<file path="config.mk">
export PLATFORM = sky130hd
export DESIGN_NAME = skip_subtractor_pipe
export DESIGN_NICKNAME = d
export VERILOG_FILES = /design/src/rtl/skip_arith_pkg.sv /design/src/rtl/skip_sub_group.sv /design/src/rtl/skip_subtractor_pipe.sv
export SDC_FILE = /design/constraint.sdc
export NUM_CORES = 1
export LEC_CHECK = 0
export CAP_MARGIN = 10
export CORE_ASPECT_RATIO = 0.75
export CORE_MARGIN = 1.5
export CORE_UTILIZATION = 45
export CTS_CLUSTER_SIZE = 14
export DETAILED_ROUTE_END_ITERATION = 8
export PLACE_DENSITY = 0.75
export SYNTH_ARGS = -nofsm -noshare
export SYNTH_HDL_FRONTEND = slang
export SYNTH_HIERARCHICAL = 1
export SYNTH_SLANG_ARGS = --single-unit
</file>
<file path="constraint.sdc">
create_clock -name clk -period 2.5 [get_ports clk]
set_input_delay 0.625 -clock clk [delete_from_list [all_inputs] [get_ports clk]]
set_output_delay 0.625 -clock clk [all_outputs]
set_load 0.02 [all_outputs]
</file>
<file path="src/rtl/skip_arith_pkg.sv">
// Shared constants and types for the carry-skip arithmetic blocks.
// Latency: none (types and constant functions only).
// Backpressure: not applicable.
package skip_arith_pkg;

    localparam int DEF_WIDTH = 8;
    localparam int DEF_BLOCK = 4;

    // Status flags that travel alongside an arithmetic result.
    typedef struct packed {
        logic bout;
        logic ovf;
        logic zero;
    } res_flags_t;

    // Number of carry-skip groups (and therefore pipeline stages).
    function automatic int calc_ng(input int width, input int block);
        return width / block;
    endfunction

endpackage

</file>
<file path="src/rtl/skip_sub_group.sv">
// One BLOCK-bit carry-skip group of a subtractor: sum = a + ~b + cin.
// Latency: purely combinational.
// Backpressure: none; the enclosing pipeline stage owns flow control.
//
// Ports: a, b   - operand slices (b is inverted internally)
//        cin    - carry into the group (active-high carry, i.e. not-borrow)
//        sum    - group sum bits
//        cout   - carry out, taken from cin when every bit propagates
module skip_sub_group
    import skip_arith_pkg::*;
#(
    parameter int BLOCK = DEF_BLOCK
) (
    input  logic [BLOCK-1:0] a,
    input  logic [BLOCK-1:0] b,
    input  logic             cin,
    output logic [BLOCK-1:0] sum,
    output logic             cout
);

    logic [BLOCK-1:0] bn;
    logic [BLOCK-1:0] prop;
    logic [BLOCK-1:0] gen;
    logic [BLOCK:0]   rip;
    logic             prop_all;

    always_comb begin
        bn       = ~b;
        prop     = a ^ bn;
        gen      = a & bn;
        rip      = '0;
        rip[0]   = cin;
        for (int i = 0; i < BLOCK; i++) begin
            rip[i+1] = gen[i] | (prop[i] & rip[i]);
        end
        sum      = prop ^ rip[BLOCK-1:0];
        // Skip only on a true XOR propagate across the whole group; a bit
        // that generates or kills must force the rippled carry.
        prop_all = &prop;
        cout     = prop_all ? cin : rip[BLOCK];
    end

endmodule

</file>
<file path="src/rtl/skip_subtractor_pipe.sv">
// Pipelined subtractor diff = a - b - bin, one carry-skip group per stage.
// Latency: NG = WIDTH/BLOCK cycles from accepted input to out_valid; one result per cycle.
// Backpressure: a stage moves when empty or when the stage after it moves; bubbles collapse behind a stall.
//
// Ports: clk/rst_n (async active-low), in_valid/in_ready + a, b, bin on the
//        input side; out_valid/out_ready + diff, bout, ovf, zero on the output.
// Build option SKIP_SUB_SAT_EN adds input sat: a captured sat with a borrow
//        clamps diff to 0 (zero=1) while bout/ovf still report the raw result.
module skip_subtractor_pipe
    import skip_arith_pkg::*;
#(
    parameter int WIDTH = DEF_WIDTH,
    parameter int BLOCK = DEF_BLOCK
) (
    input  logic             clk,
    input  logic             rst_n,
    input  logic             in_valid,
    output logic             in_ready,
    input  logic [WIDTH-1:0] a,
    input  logic [WIDTH-1:0] b,
    input  logic             bin,
`ifdef SKIP_SUB_SAT_EN
    input  logic             sat,
`endif
    output logic             out_valid,
    input  logic             out_ready,
    output logic [WIDTH-1:0] diff,
    output logic             bout,
    output logic             ovf,
    output logic             zero
);

    localparam int NG  = calc_ng(WIDTH, BLOCK);
    localparam int MSB = WIDTH - 1;

    // Stage state: operands ride along so later groups can consume their
    // slices; dif holds the sum bits produced so far; brw is the borrow
    // into the next group (stored inverted so reset reads as "no borrow").
    logic [NG-1:0]    v_q, v_d;
    logic [NG-1:0]    brw_q, brw_d;
    logic [WIDTH-1:0] a_q   [NG];
    logic [WIDTH-1:0] a_d   [NG];
    logic [WIDTH-1:0] b_q   [NG];
    logic [WIDTH-1:0] b_d   [NG];
    logic [WIDTH-1:0] dif_q [NG];
    logic [WIDTH-1:0] dif_d [NG];
    logic             ovf_q, ovf_d;
    logic             zero_q, zero_d;

    // What each stage sees on its input side.
    logic [NG-1:0]    st_v;
    logic [NG-1:0]    st_brw;
    logic [WIDTH-1:0] st_a   [NG];
    logic [WIDTH-1:0] st_b   [NG];
    logic [WIDTH-1:0] st_dif [NG];
    logic [BLOCK-1:0] grp_sum [NG];
    logic [NG-1:0]    grp_cout;

    logic [NG-1:0]    adv;
    logic [WIDTH-1:0] fin_dif;
    res_flags_t       out_flags;

`ifdef SKIP_SUB_SAT_EN
    logic [NG-1:0]    s_q, s_d;
    logic [NG-1:0]    st_s;
`endif

    for (genvar k = 0; k < NG; k++) begin : g_stage
        if (k == 0) begin : g_head
            assign st_v[k]   = in_valid;
            assign st_a[k]   = a;
            assign st_b[k]   = b;
            assign st_brw[k] = bin;
            assign st_dif[k] = '0;
`ifdef SKIP_SUB_SAT_EN
            assign st_s[k]   = sat;
`endif
        end else begin : g_body
            assign st_v[k]   = v_q[k-1];
            assign st_a[k]   = a_q[k-1];
            assign st_b[k]   = b_q[k-1];
            assign st_brw[k] = brw_q[k-1];
            assign st_dif[k] = dif_q[k-1];
`ifdef SKIP_SUB_SAT_EN
            assign st_s[k]   = s_q[k-1];
`endif
        end

        skip_sub_group #(
            .BLOCK (BLOCK)
        ) u_grp (
            .a    (st_a[k][k*BLOCK +: BLOCK]),
            .b    (st_b[k][k*BLOCK +: BLOCK]),
            .cin  (~st_brw[k]),
            .sum  (grp_sum[k]),
            .cout (grp_cout[k])
        );
    end

    // Advance chain: computed from the output end back to the input so that
    // in_ready depends only on out_ready and the valid bits.
    always_comb begin
        adv       = '0;
        adv[NG-1] = !v_q[NG-1] || out_ready;
        for (int k = NG - 2; k >= 0; k--) begin
            adv[k] = !v_q[k] || adv[k+1];
        end
    end

    assign in_ready = adv[0];

    always_comb begin
        v_d    = v_q;
        brw_d  = brw_q;
        ovf_d  = ovf_q;
        zero_d = zero_q;
`ifdef SKIP_SUB_SAT_EN
        s_d    = s_q;
`endif
        for (int k = 0; k < NG; k++) begin
            a_d[k]   = a_q[k];
            b_d[k]   = b_q[k];
            dif_d[k] = dif_q[k];
        end

        // Raw final difference as it enters the last stage.
        fin_dif = st_dif[NG-1];
        fin_dif[(NG-1)*BLOCK +: BLOCK] = grp_sum[NG-1];

        for (int k = 0; k < NG; k++) begin
            if (adv[k]) begin
                v_d[k] = st_v[k];
                // A bubble moving in leaves the data registers alone.
                if (st_v[k]) begin
                    a_d[k]   = st_a[k];
                    b_d[k]   = st_b[k];
                    brw_d[k] = ~grp_cout[k];
                    dif_d[k] = st_dif[k];
                    dif_d[k][k*BLOCK +: BLOCK] = grp_sum[k];
`ifdef SKIP_SUB_SAT_EN
                    s_d[k]   = st_s[k];
`endif
                end
            end
        end

        if (adv[NG-1] && st_v[NG-1]) begin
            ovf_d  = (st_a[NG-1][MSB] != st_b[NG-1][MSB]) &&
                     (fin_dif[MSB] != st_a[NG-1][MSB]);
            zero_d = (fin_dif == '0);
`ifdef SKIP_SUB_SAT_EN
            if (st_s[NG-1] && !grp_cout[NG-1]) begin
                dif_d[NG-1] = '0;
                zero_d      = 1'b1;
            end
`endif
        end
    end

    always_ff @(posedge clk or negedge rst_n) begin
        if (!rst_n) begin
            v_q    <= '0;
            brw_q  <= '0;
            ovf_q  <= 1'b0;
            zero_q <= 1'b0;
`ifdef SKIP_SUB_SAT_EN
            s_q    <= '0;
`endif
            for (int k = 0; k < NG; k++) begin
                a_q[k]   <= '0;
                b_q[k]   <= '0;
                dif_q[k] <= '0;
            end
        end else begin
            v_q    <= v_d;
            brw_q  <= brw_d;
            ovf_q  <= ovf_d;
            zero_q <= zero_d;
`ifdef SKIP_SUB_SAT_EN
            s_q    <= s_d;
`endif
            for (int k = 0; k < NG; k++) begin
                a_q[k]   <= a_d[k];
                b_q[k]   <= b_d[k];
                dif_q[k] <= dif_d[k];
            end
        end
    end

    // The last stage's operand copies are never consumed downstream.
    logic unused_tail;
    assign unused_tail = ^{a_q[NG-1], b_q[NG-1]};
`ifdef SKIP_SUB_SAT_EN
    logic unused_tail_sat;
    assign unused_tail_sat = s_q[NG-1];
`endif

    assign out_flags = '{bout: brw_q[NG-1], ovf: ovf_q, zero: zero_q};

    assign out_valid = v_q[NG-1];
    assign diff      = dif_q[NG-1];
    assign bout      = out_flags.bout;
    assign ovf       = out_flags.ovf;
    assign zero      = out_flags.zero;

endmodule

</file>
======== Word level (Yosys, flattened, before mapping) ========
Cells that the tools add are included.
word-level totals
  logic and storage cells ................. 53
  output and inout bits ................... 13
  input port bits ......................... 21
  register bits ........................... 34
operators by class
  reductions and logical operators ........ 11
  bitwise gates (word level) .............. 28
  equal/unequal tests ..................... 2
  mux-type cells .......................... 2
operators by type and width
  kind               count
  $xor 4x4->4        4
  $and 1x1->1        8
  $and 4x4->4        2
  $logic_not 8->1    1
  $not 4->4          2
  $or 1x1->1         8
  $reduce_and 4->1   2
  $not 1->1          4
  $reduce_and 2->1   2
  $logic_and 1x1->1  2
  $logic_not 1->1    2
  $logic_or 1x1->1   2
  $mux 1             2
  $ne 1x1->1         2

======== Depth between registers and ports, before layout ========
Gate-level depths: netlist of run 1.
  depth in word-level cells ............... 12
  depth in mapped cells ................... 10
  gate-level depth less buffers ........... 10

======== By module ========
Netlist of run 1, hierarchy kept.
by module, submodules not included
  module                cells an instance  area an instance (um2)  seq. area each (um2)  instances
  skip_subtractor_pipe  75                 1,176.1                 650.6                 1
  skip_sub_group        20                 185.2                   0.0                   2

======== Least setup slack after synthesis of run 1 ========
OpenSTA, ideal clock, no wires.
  path type ............................... reg2reg
  start ................................... reg b_q[12] (netlist bit)
  end ..................................... reg zero_q, in the netlist zero
  setup slack ............................. 0.017 ns
  period minus slack after synthesis ...... 2.483 ns
  data arrival time ....................... 2.420 ns
  data required time ...................... 2.437 ns
  stages on the path, launching flop included .. 11
  path buffers ............................ 0
  setup time .............................. 0.063 ns
  cell sequence ........................... dfrtp_1 inv_1 fa_1 inv_1 fa_1 fa_1 inv_1 fa_1 nor4_1 nand4_1 a21bo_2
on the way
  longest elaborated chain between the ends .. 10
  elaborated cells on any way between the ends .. 11
  those cells by class .................... bitwise: 10; reduce/logical: 1
ends and longest elaborated chain
  what                              RTL line                     text
  start: declaration                skip_subtractor_pipe.sv:43   logic [WIDTH-1:0] b_q [NG];
  start signal: indexed assignment  skip_subtractor_pipe.sv:184  b_q[k] <= b_d[k];
  $not 4->4 (*)                     skip_sub_group.sv:28         bn = ~b;
  $xor 4x4->4                       skip_sub_group.sv:29         prop = a ^ bn;
  $and 1x1->1                       skip_sub_group.sv:34         rip[i+1] = gen[i] | (prop[i] & rip[i]);
  $or 1x1->1 (*)                    skip_sub_group.sv:34
  $and 1x1->1 (*)                   skip_sub_group.sv:34
  $or 1x1->1 (*)                    skip_sub_group.sv:34
  $and 1x1->1 (*)                   skip_sub_group.sv:34
  $or 1x1->1 (*)                    skip_sub_group.sv:34
  $xor 4x4->4 (*)                   skip_sub_group.sv:36         sum = prop ^ rip[BLOCK-1:0];
  named net fin_dif[7]              skip_subtractor_pipe.sv:60   logic [WIDTH-1:0] fin_dif;
  $logic_not 8->1 (*)               skip_subtractor_pipe.sv:150  zero_d = (fin_dif == '0);
  end signal: assignment            skip_subtractor_pipe.sv:178  zero_q <= zero_d;
  end: declaration                  skip_subtractor_pipe.sv:48   logic zero_q, zero_d;
Mark *: on every way through the listed nets, which the timed path passes. The rest lies on a longest branch.
A chain may end at the register's enable or synchronous reset.

======== Worst setup path in the final report of run 1 ========
  start ................................... reg b_q[12] (netlist bit)
  end ..................................... reg ovf_q, in the netlist ovf
on the way
  longest elaborated chain between the ends .. 11
  elaborated cells on any way between the ends .. 12
  those cells by class .................... eq/ne: 1; bitwise: 10; reduce/logical: 1
ends and longest elaborated chain
  what                    RTL line                     text
  $not 4->4 (*)           skip_sub_group.sv:28
  $xor 4x4->4             skip_sub_group.sv:29
  $and 1x1->1             skip_sub_group.sv:34
  $or 1x1->1 (*)          skip_sub_group.sv:34
  $and 1x1->1 (*)         skip_sub_group.sv:34
  $or 1x1->1 (*)          skip_sub_group.sv:34
  $and 1x1->1 (*)         skip_sub_group.sv:34
  $or 1x1->1 (*)          skip_sub_group.sv:34
  $xor 4x4->4 (*)         skip_sub_group.sv:36
  named net fin_dif[7]    skip_subtractor_pipe.sv:60
  $ne 1x1->1 (*)          skip_subtractor_pipe.sv:149  (fin_dif[MSB] != st_a[NG-1][MSB]);
  $logic_and 1x1->1 (*)   skip_subtractor_pipe.sv:148  ovf_d = (st_a[NG-1][MSB] != st_b[NG-1][MSB]) &&
  end signal: assignment  skip_subtractor_pipe.sv:177  ovf_q <= ovf_d;
  end: declaration        skip_subtractor_pipe.sv:47   logic ovf_q, ovf_d;
Marked as above.

==> run_results.csv, run 1 <==
group,metric,value,unit
power_and_ir_drop,clock_power_share,20.3,%
clock_tree,cts-root-buf,"clkbuf_8",
synth,synth_nets,152,
worst_setup_path,critPathMaxFanout,3,
route,dr.pass1.iters,2,
worst_setup_path,path_cells,"inv_2, fa_2, inv_2, fa_2, fa_2, inv_2, fa_1, buf_6, nand3b_1, o21ai_1, mux2_4",
cells_and_area,drive_above_1_share,36.1,%
cells_and_area,nFillCells,262,
power_and_ir_drop,leakagePower,0.00103,uW
synth,synth.most_common_cell,"dfrtp_1",
synth,ys_ff_latch,26,
sta,maxSlewViolCount,0,
synth,synth_edf_count,0,
clock_tree,cts_tree,"done",
synth,synthSimpleGateAreaFrac,6.47,%
synth,ys_top_cells_by_area,"dfrtp_1 (42%), mux2_4 (17%), fa_1 (10%)",
synth,synth_cell_types,21,
sta,setup_ws,-0.00894,ns
job,maxCapViolations,0,
sta,hold_viol,0,
clock_tree,cts_made_buffers,3,
sta,tightest_slew,0.331,ns
route,avgRoutedWirePerCell,13.9,um
clock_tree,cts_hold_buffers,0,
global_routing,globalRoute.totalOverflow,0,
synth,yosysTopAreaCell,"dfrtp_1",
worst_setup_path,endpoint_kind,"flip-flop",
sta,fin_crit,2.51,ns
route,vias_per_cell,4.66,
synth,synthXorXnorAreaFrac,0,%
synth,yosys_warnings,6,
die,die_h,53.8,um
synth,ys.flop_type,"dfrtp_1",
worst_setup_path,start_kind,"flip-flop",
power_and_ir_drop,pwr-share-comb,43.0,%
synth,syn_area,1550,um^2
synth,yosys-mux-area-fraction,22.2,%
cells_and_area,final_nets,193,
sta,max_freq,0.399,GHz
synth,netlist_instances,115,
placement,pre_cts_ws,-0.530,ns
synth,synth_top_family_by_area,"multiplexers",
worst_setup_path,crit_path_max_incr_delay,0.44,ns
worst_setup_path,crit_required,2.66,ns
power_and_ir_drop,pwr-share-seq,36.6,%
sta,hold_ws,0.515,ns
die,row_count,18,
die,coreArea,3290,um^2
route,final_antenna_net_count,0,
die,die_area,3800,um^2
sta,clock-skew-final,0.00168,ns
power_and_ir_drop,peakVddDrop,0.444,mV
clock_tree,clkSinkCount,26,
synth,yosys.area_share.adder,16.8,%
synth,synthArstFlopShare,100,%
synth,synth-compound-area-share,0.971,%
cells_and_area,stdcell_area,2050,um^2
power_and_ir_drop,p_int,1190,uW
sta,slew_headroom,78.0,%
min_path,hold_class,"reg2reg",
power_and_ir_drop,power.density,833,nW/um^2
global_routing,track_usage,15.1,%
route,route.detailed.drc,0,
route,routed_wl,2.72,mm
worst_setup_path,worstPathArrival,2.67,ns
die,start_util,47.0,%
synth,synth_common_cells,"dfrtp_1 (26), inv_1 (23), mux2_4 (17)",
run_status,outcome,"finished, violations left",
clock_tree,clock_path_buffers,2,
synth,synth_area_per_cell,13.4,um^2
clock_tree,clock_latency,0.27,ns
run_status,violations,"negative setup slack",
sta,fin_crit_sh,100,%
route,via_count,909,
die,io_pins,34,
power_and_ir_drop,power.net_switching,521,uW
global_routing,first_global_vias,938,
synth,seq_area_frac_synth,42.1,%
placement,dpl_cell_area,1920,um^2
worst_setup_path,worst_path_max_delay_cell,"fa_1",
global_routing,antenna_found_initial,0,
placement,numPortBuffers,33,
cells_and_area,area_delta_synth_final,32.4,%
cells_and_area,num_antenna_cells,0,
sta,rsz0062_at_grt,"true",
placement,dpl.hpwl,2.11,mm
worst_setup_path,crit_buf_inv,4,
clock_tree,cts.clk_slew.worst_paths,0.09,ns
global_routing,grt_max_degree,27,
clock_tree,htreeDepth,1,
power_and_ir_drop,switching_share,30.5,%
placement,place_congestion,0.785,
die,die_w,70.7,um
synth,synth_top_area_share,42.1,%
placement,placed_cells_incl_taps,189,
worst_setup_path,cp_top_family,"adder cells",
sta,setup_viol,1,
route,drt_iter0_drc,20,
cells_and_area,final_cells,195,
worst_setup_path,crit_type,"reg2reg",
global_routing,grt_pass1_wl,4.28,mm
[worst register-to-register path: cells and delay by family, from the launching register on]
family	cells	cell delay (ns)
fa+ha+maj	4	1.31
compound gates	1	0.06
simple gates	1	0.06
buf+inv	4	0.32
flops	1	0.39
mux	1	0.27
[sequential cells by signal (all words and copies together) (netlist names)]
signal  flops
a_q         4
b_q         4
brw_q       2
dif_q       4
diff        8
ovf         1
v_q         2
zero        1
[layout by cell type (no fill, tap or decap)]
cell and count:
clkdlybuf4s50_1 27, dfrtp_1 26, mux2_4 19, inv_1 15
buf_4 11, inv_2 8, ha_1 8, fa_2 6
nand2b_1 3, nand4_1 3, clkbuf_8 3, clkdlybuf4s15_1 3
dlymetal6s2s_1 3, mux2i_1 2, mux2_2 2, mux2_1 2
fa_1 2, buf_6 2, nand3b_4 1, nand2_4 1
nand2_1 1, or2b_1 1, nand3b_1 1, o21ai_1 1
nor4_1 1, nor4_2 1, a21bo_2 1, bufinv_16 1
[power by group through the flow]
stage	registers [uW]	clock network, uW	logic, uW
floorplan	626	0	463
global placement	623	0	674
detailed placement	630	0	696
CTS	628	355	737
global route	640	373	791
finish	626	347	735
[metrics by stage]
| step | TNS, ns | total power, uW | utilization [%] |
|---|---|---|---|
| 5_1_grt | -0.124 | 1800 | 62.3 |
| 6_report | -0.00894 | 1710 | 62.3 |
| 4_1_cts | -0.152 | 1720 | 61.9 |
| 3_3_place_gp | -1.27 | 1300 | 58.3 |
| 3_5_place_dp | -1.60 | 1330 | 58.3 |
| 2_1_floorplan | 0 | 1090 | - |
[final timing paths]
| path | from | endpoint | slack, ns | depth (start not counted) |
|---|---|---|---|---|
| max | b_q[12]$_DFFE_PN0P_ | ovf$_DFFE_PN0P_ | -0.009 | 11 |
| min | zero$_DFFE_PN0P_ | zero$_DFFE_PN0P_ | 0.52 | 1 |
| max reg2reg | b_q[12]$_DFFE_PN0P_ | ovf$_DFFE_PN0P_ | -0.009 | 11 |
| min reg2reg | zero$_DFFE_PN0P_ | zero$_DFFE_PN0P_ | 0.52 | 1 |
| max in group asynchronous | rst_n | a_q[14]$_DFFE_PN0P_ | 1.53 | 2 |
| min in group asynchronous | rst_n | zero$_DFFE_PN0P_ | 0.72 | 2 |
[layer usage]
| layer | global-route usage (%) | routed length, um | share of wire, % | up-vias |
|---|---|---|---|---|
| li1 | - | - | - | 433 |
| met1 | 18.4 | 1230 | 45 | 450 |
| met2 | 28.2 | 1380 | 51 | 24 |
| met3 | 3.93 | 87 | 3.2 | 2 |
| met4 | 1.89 | 19 | 0.70 | 0 |
| met5 | 0 | 0 | 0 | - |
[layout make-up]
class | instances | area (um^2) | area share (%)
sequential | 26 | 651 | 31.8
timing repair buffer | 46 | 443 | 21.6
clock inverter | 1 | 30.0 | 1.47
clock buffer | 3 | 41.3 | 2.02
tap | 40 | 50.0 | 2.44
multi-input combinational | 56 | 747 | 36.5
inverter | 23 | 86.3 | 4.22
[cell families after synthesis]
group                      after synthesis
buffers and inverters                   33
DFF                                     26
muxes                                   25
adders and majority gates               16
and+or+nand+nor                         13
AOI/OAI and AO/OA                        2
[timing repair]
item                       in CTS  in global routing
resized for setup              24                  5
buffers inserted                2                  0
pin swaps                       6                  4
setup endpoints to repair       5                  5
(Power assumes the default switching activity.)
==> run 2, diff against run 1 <==
--- a/config.mk
+++ b/config.mk
@@ -11,8 +11,7 @@
 export CORE_UTILIZATION = 45
 export CTS_CLUSTER_SIZE = 14
 export DETAILED_ROUTE_END_ITERATION = 8
-export PLACE_DENSITY = 0.75
+export PLACE_DENSITY = 0.76
 export SYNTH_ARGS = -nofsm -noshare
 export SYNTH_HDL_FRONTEND = slang
-export SYNTH_HIERARCHICAL = 1
 export SYNTH_SLANG_ARGS = --single-unit
==> constraint.sdc (replaced) <==
create_clock -name clk -period 2.5 [get_ports clk]
set_input_delay 0.5 -clock clk [delete_from_list [all_inputs] [get_ports clk]]
set_output_delay 0.5 -clock clk [all_outputs]
set_load 0.02 [all_outputs]
==> run 2 against run 1 <==
  * The flow still finishes with violations (negative setup slack)
  * Cell count fell by 4.1%
  * Non-clock buffer count fell by 6
  * Critical path depth fell by 3
  * Synthesized cell count rose by 0.87%
  * Sequential power fell by 2%
  * Fmax fell by 0.65%
  * Setup slack got worse by 0.016 ns
  * Routed wire length fell by 6.5%
  * Clock power fell by 35%
  * Highest routed layer is now met3
==> run_results.csv, run 2 <==
group,metric,value,unit
die,die_h,52.6,um
synth,ys_top_cells_by_area,"dfrtp_1 (44%), fa_1 (11%), mux2_4 (7.1%)",
die,start_util,48.6,%
worst_setup_path,crit_path_frequent_cell,"fa_2",
worst_setup_path,crit_required,2.70,ns
global_routing,globalRoute.totalOverflow,0,
global_routing,grt_pass1_wl,4.27,mm
route,routed_wl,2.54,mm
synth,synth_area_per_cell,12.7,um^2
power_and_ir_drop,power.density,771,nW/um^2
sta,tightest_slew,0.542,ns
die,coreArea,3040,um^2
clock_tree,clock_latency,0.26,ns
power_and_ir_drop,peakVddDrop,0.285,mV
route,avgRoutedWirePerCell,13.6,um
cells_and_area,final_cells,187,
worst_setup_path,crit_buf_inv,1,
worst_setup_path,critPathMaxFanout,3,
global_routing,antenna_found_initial,0,
synth,synthArstFlopShare,100,%
clock_tree,cts_tree,"done",
die,die_area,3640,um^2
die,io_pins,34,
synth,synth_common_cells,"dfrtp_1 (26), inv_1 (23)",
worst_setup_path,path_cells,"inv_2, fa_2, fa_2, fa_2, fa_2, xnor2_1, nand3_1, o2bb2ai_2",
die,row_count,17,
placement,placed_cells_incl_taps,183,
synth,synth_cell_types,22,
run_status,violations,"negative setup slack",
worst_setup_path,worst_path_max_delay_cell,"fa_2",
global_routing,grt_max_degree,27,
route,dr.pass1.iters,4,
clock_tree,cts.clk_slew.worst_paths,0.08,ns
placement,place_congestion,0.840,
power_and_ir_drop,pwr-share-comb,42.6,%
sta,max_freq,0.396,GHz
sta,setup_ws,-0.0254,ns
cells_and_area,final_cell_mix,"clkdlybuf4s50_1 (30), dfrtp_1 (26), inv_1 (21)",
worst_setup_path,start_kind,"flip-flop",
worst_setup_path,cp_top_family,"adder cells",
sta,clock-skew-final,0.00112,ns
sta,maxSlewViolCount,0,
cells_and_area,area_delta_synth_final,28.1,%
cells_and_area,drive_above_1_share,25.5,%
synth,syn_area,1480,um^2
synth,synth.most_common_cell,"dfrtp_1",
cells_and_area,nFillCells,242,
synth,yosysTopAreaCell,"dfrtp_1",
route,via_count,890,
worst_setup_path,endpoint_kind,"flip-flop",
route,vias_per_cell,4.76,
cells_and_area,layout_commonest_cell,"clkdlybuf4s50_1",
sta,fin_crit_sh,101,%
route,drt_iter0_drc,62,
sta,hold_viol,0,
global_routing,first_global_vias,956,
worst_setup_path,r2r_start,"a_q[12]$_DFFE_PN0P_",
clock_tree,clkSinkCount,26,
min_path,hp-start,"diff[1]$_DFFE_PN0P_",
power_and_ir_drop,power.net_switching,477,uW
synth,ys.flop_type,"dfrtp_1",
power_and_ir_drop,clock_power_share,15.5,%
worst_setup_path,crit_path_max_incr_delay,0.57,ns
power_and_ir_drop,pwr-share-seq,41.9,%
route,final_antenna_net_count,0,
clock_tree,cts_made_buffers,3,
clock_tree,cts-root-buf,"clkbuf_8",
synth,synth_top_area_share,44.0,%
min_path,hold_class,"reg2reg",
global_routing,track_usage,15.4,%
power_and_ir_drop,switching_share,32.7,%
placement,dpl.hpwl,2.08,mm
synth,ys_ff_latch,26,
cells_and_area,num_antenna_cells,0,
cells_and_area,largest_reg_flops,8,
synth,synth_edf_count,0,
die,die_w,69.2,um
sta,hold_ws,0.510,ns
cells_and_area,final_nets,188,
synth,netlist_instances,116,
clock_tree,htreeDepth,1,
power_and_ir_drop,leakagePower,0.000922,uW
sta,fin_crit,2.53,ns
worst_setup_path,critPathLaunch,"a_q[12]$_DFFE_PN0P_",
power_and_ir_drop,p_int,984,uW
clock_tree,clock_path_buffers,2,
placement,numPortBuffers,33,
sta,slew_headroom,63.8,%
synth,seq_area_frac_synth,44.0,%
worst_setup_path,crit_type,"reg2reg",
worst_setup_path,worstPathArrival,2.72,ns
route,route.detailed.drc,0,
clock_tree,cts_hold_buffers,0,
sta,setup_viol,1,
run_status,outcome,"finished, violations left",
job,maxCapViolations,0,
synth,synth_nets,153,
sta,rsz0062_at_grt,"true",
synth,yosys_warnings,0,
-- run 2: changes by cell type in the layout (fill, tap and decap cells not counted), sizes merged, moves of 2 or more --
cell | previous run | this run
mux2i | 2 | 8
a31oi | 0 | 2
clkdlybuf4s50 | 27 | 30
mux2 | 23 | 15
nor4 | 2 | 0
a21oi | 0 | 2
dlygate4sd2 | 0 | 3
clkdlybuf4s15 | 3 | 0
dlymetal6s2s | 3 | 0
buf | 13 | 7
-- run 2: cell type report --
type / count / area [um^2] / area share, %
Multi-Input combinational cell: 57 / 689 / 36.4
Timing Repair Buffer: 40 / 379 / 20.0
Tap cell: 38 / 47.5 / 2.51
Sequential cell: 26 / 651 / 34.3
Clock buffer: 3 / 41.3 / 2.18
Inverter: 23 / 86.3 / 4.56
-- run 2: cell families after synthesis --
| kind of cell | Yosys count | synth area share, % |
|---|---|---|
| flip-flops | 26 | 44.0 |
| AND/OR/NAND/NOR | 12 | 5.67 |
| buffers and inverters | 33 | 11.4 |
| multiplexers | 23 | 18.6 |
| AO/OA/AOI/OAI | 5 | 2.12 |
| XOR/XNOR | 1 | 0.592 |
| adder cells (fa/ha/maj) | 16 | 17.6 |
-- run 2: final timing paths --
kind | to | slack, ns | cells past startpoint
hold / removal | diff[1]$_DFFE_PN0P_ | 0.51 | 1
hold reg to reg | diff[1]$_DFFE_PN0P_ | 0.51 | 1
setup / recovery | ovf$_DFFE_PN0P_ | -0.03 | 8
min in group asynchronous | dif_q[10]$_DFFE_PN0P_ | 0.59 | 2
setup reg to reg | ovf$_DFFE_PN0P_ | -0.03 | 8
max in group asynchronous | diff[6]$_DFFE_PN0P_ | 1.66 | 2
-- run 2: power groups by stage --
stage | Combinational, uW | Sequential [uW] | Clock, uW
floorplan | 408 | 621 | 0
global placement | 587 | 613 | 0
detailed placement | 607 | 621 | 0
CTS | 627 | 615 | 239
global route | 677 | 629 | 252
finish | 623 | 612 | 226
-- run 2: metal layers --
metal  global-route usage [%]  up-vias  share of wire, %
li1                         -      429                 -
met1                     19.7      433                48
met2                     26.8       28                48
met3                     3.65        0               3.9
met4                     3.92        0                 0
met5                        0        -                 0
-- run 2: stage by stage --
stage	instance area (um^2)	total power, uW	util [%]	setup WS, ns	TNS [ns]
2_1_floorplan	1490	1030	-	-0.0136	-0.0136
3_3_place_gp	1830	1200	60.1	-0.471	-1.07
3_5_place_dp	1830	1230	60.1	-0.543	-1.37
4_1_cts	1890	1480	62.2	-0.0411	-0.0411
5_1_grt	1890	1560	62.3	-0.108	-0.217
6_report	1890	1460	62.3	-0.0254	-0.0254
-- run 2: repair_timing --
action                     4_1_cts  5_1_grt
pin swaps                        9        2
setup endpoints to repair        5        3
buffers inserted                 1        0
resized for setup               11        1
==> run 3, diff against run 2 <==
--- a/config.mk
+++ b/config.mk
@@ -6,7 +6,7 @@
 export NUM_CORES = 1
 export LEC_CHECK = 0
 export CAP_MARGIN = 10
-export CORE_ASPECT_RATIO = 0.75
+export CORE_ASPECT_RATIO = 1.5
 export CORE_MARGIN = 1.5
 export CORE_UTILIZATION = 45
 export CTS_CLUSTER_SIZE = 14
==> run 3 against run 2 <==
  * The run still ends with negative setup slack left
  * Clock power rose by 20%
  * Clock skew rose by 0.0021 ns
  * Critical path depth did not move
  * Sequential power barely moved
  * Critical path type unchanged
  * Critical endpoint is now zero$_DFFE_PN0P_
  * Largest power group is now sequential cells
==> run_results.csv, run 3 (synthesized netlist as in run 2, its figures left out) <==
group,metric,value,unit
run_status,outcome,"finished, violations left",
run_status,violations,"negative setup slack",
route,drt_iter0_drc,8,
route,vias_per_cell,4.67,
placement,numPortBuffers,33,
min_path,whs_path_depth,1,
worst_setup_path,worstReg2RegEnd,"zero$_DFFE_PN0P_",
clock_tree,clock_path_buffers,2,
global_routing,first_global_vias,923,
sta,fin_crit_sh,101,%
die,die_w,49.8,um
cells_and_area,largest_reg_flops,8,
power_and_ir_drop,switching_share,32.3,%
power_and_ir_drop,leakagePower,0.000930,uW
sta,tightest_slew,0.541,ns
route,via_count,888,
global_routing,track_usage,15.6,%
sta,fin_crit,2.52,ns
clock_tree,clock_latency,0.27,ns
die,row_count,25,
worst_setup_path,worstPathArrival,2.74,ns
worst_setup_path,crit_type,"reg2reg",
power_and_ir_drop,pwr-share-comb,40.7,%
cells_and_area,final_cells,190,
die,die_area,3650,um^2
min_path,hold_class,"reg2reg",
cells_and_area,layout_commonest_cell,"clkdlybuf4s50_1",
worst_setup_path,endpoint_kind,"flip-flop",
min_path,hp-start,"zero$_DFFE_PN0P_",
sta,max_freq,0.397,GHz
worst_setup_path,r2r_start,"a_q[12]$_DFFE_PN0P_",
clock_tree,clkSinkCount,26,
cells_and_area,area_delta_synth_final,29.2,%
placement,place_congestion,0.762,
route,avgRoutedWirePerCell,13.2,um
worst_setup_path,critPathMaxFanout,3,
sta,rsz0062_at_grt,"true",
sta,setup_ws,-0.0184,ns
cells_and_area,num_antenna_cells,0,
power_and_ir_drop,clock_power_share,18.3,%
worst_setup_path,regToRegSetupSlack,-0.02,ns
route,route.detailed.drc,0,
route,final_antenna_net_count,0,
clock_tree,htreeDepth,1,
sta,clock-skew-final,0.00322,ns
route,routed_wl,2.51,mm
worst_setup_path,worstRegToRegCells,8,
global_routing,grt_pass1_wl,4.15,mm
die,start_util,46.8,%
sta,maxSlewViolCount,0,
global_routing,antenna_found_initial,0,
sta,setup_viol,2,
cells_and_area,final_cell_mix,"clkdlybuf4s50_1 (30), dfrtp_1 (26), inv_1 (22)",
cells_and_area,final_nets,188,
clock_tree,cts_tree,"done",
power_and_ir_drop,power.net_switching,481,uW
sta,slew_headroom,63.9,%
clock_tree,cts.clk_slew.worst_paths,0.09,ns
min_path,holdPathEnd,"zero$_DFFE_PN0P_",
worst_setup_path,crit_path_max_incr_delay,0.56,ns
worst_setup_path,path_cells,"inv_2, fa_2, fa_2, fa_2, fa_2, nand4_1, nor2_1, mux2_4",
worst_setup_path,start_kind,"flip-flop",
global_routing,grt_max_degree,27,
placement,dpl.hpwl,2.00,mm
die,coreArea,3160,um^2
power_and_ir_drop,pwr-share-seq,41.0,%
power_and_ir_drop,power.density,779,nW/um^2
cells_and_area,nFillCells,261,
placement,placed_cells_incl_taps,185,
die,die_h,73.2,um
sta,hold_ws,0.514,ns
worst_setup_path,worst_path_max_delay_cell,"fa_2",
die,io_pins,34,
route,dr.pass1.iters,3,
worst_setup_path,crit_path_frequent_cell,"fa_2",
clock_tree,cts-root-buf,"clkbuf_8",
clock_tree,cts_made_buffers,3,
power_and_ir_drop,p_int,1010,uW
power_and_ir_drop,peakVddDrop,0.418,mV
cells_and_area,drive_above_1_share,25.3,%
job,maxCapViolations,0,
global_routing,globalRoute.totalOverflow,0,
clock_tree,cts_hold_buffers,0,
sta,hold_viol,0,
worst_setup_path,crit_required,2.72,ns
[run 3: changes by cell type in the layout (fill, tap and decap cells not counted)]
cell,delta
inv_2,-1
clkbuf_8,+1
inv_1,+1
[run 3: final cells by class]
type,count,area [um^2],share of cell area [%]
multi-input cells,57,689,36.1
flip-flops and latches,26,651,34.1
repair buffers,40,379,19.8
inverters,23,86.3,4.52
clock buffers,4,55.1,2.88
well taps,40,50.0,2.62
[run 3: worst max path at each step]
stage	startpoint	to	slack, ns	cells after the start
2_1_floorplan	brw_q[0]$_DFFE_PN0P_	zero$_DFFE_PN0P_	-0.01	7
3_3_place_gp	a[0]	brw_q[0]$_DFFE_PN0P_	-0.46	8
3_5_place_dp	a[0]	brw_q[0]$_DFFE_PN0P_	-0.56	8
4_1_cts	brw_q[0]$_DFFE_PN0P_	zero$_DFFE_PN0P_	-0.04	7
5_1_grt	a_q[12]$_DFFE_PN0P_	ovf$_DFFE_PN0P_	-0.08	8
6_report	a_q[12]$_DFFE_PN0P_	zero$_DFFE_PN0P_	-0.02	8
[run 3: through the flow]
step | setup slack (ns) | total power (uW) | util, % | cell area, um^2 | setup TNS [ns]
final | -0.0184 | 1490 | 60.5 | 1910 | -0.0285
after detailed placement | -0.562 | 1220 | 57.9 | 1830 | -1.46
after global routing | -0.0791 | 1580 | 60.5 | 1910 | -0.151
after floorplan | -0.0136 | 1030 | - | 1490 | -0.0136
after global placement | -0.459 | 1200 | 57.9 | 1830 | -1.08
after CTS | -0.0440 | 1500 | 60.2 | 1900 | -0.0440
[run 3: timing repair]
| item | 4_1_cts | 5_1_grt |
|---|---|---|
| setup endpoints to repair | 5 | 5 |
| buffers inserted | 1 | 0 |
| pin swaps | 7 | 2 |
| resized for setup | 8 | 3 |
[run 3: per-layer routing]
layer / vias up / global-route usage (%) / share of wire [%]
met1: 428 / 16.7 / 39
met4: 0 / 11.1 / 3.1
met2: 26 / 27.7 / 55
li1: 429 / - / -
met3: 5 / 2.25 / 3.2
met5: - / 0 / 0
[run 3: critical path: cells and delay by family (launching register included)]
kind / cells / cell delay (ns)
muxes: 1 / 0.15
and+or+nand+nor: 2 / 0.24
adders and majority gates: 4 / 1.64
buffers and inverters: 1 / 0.05
DFF: 1 / 0.37
[run 3: power groups by stage]
stage               combinational (uW)  sequential (uW)  clock, uW
global placement                   586              614          0
detailed placement                 601              619          0
CTS                                608              612        277
global route                       662              627        292
floorplan                          408              621          0
finish                             606              611        272
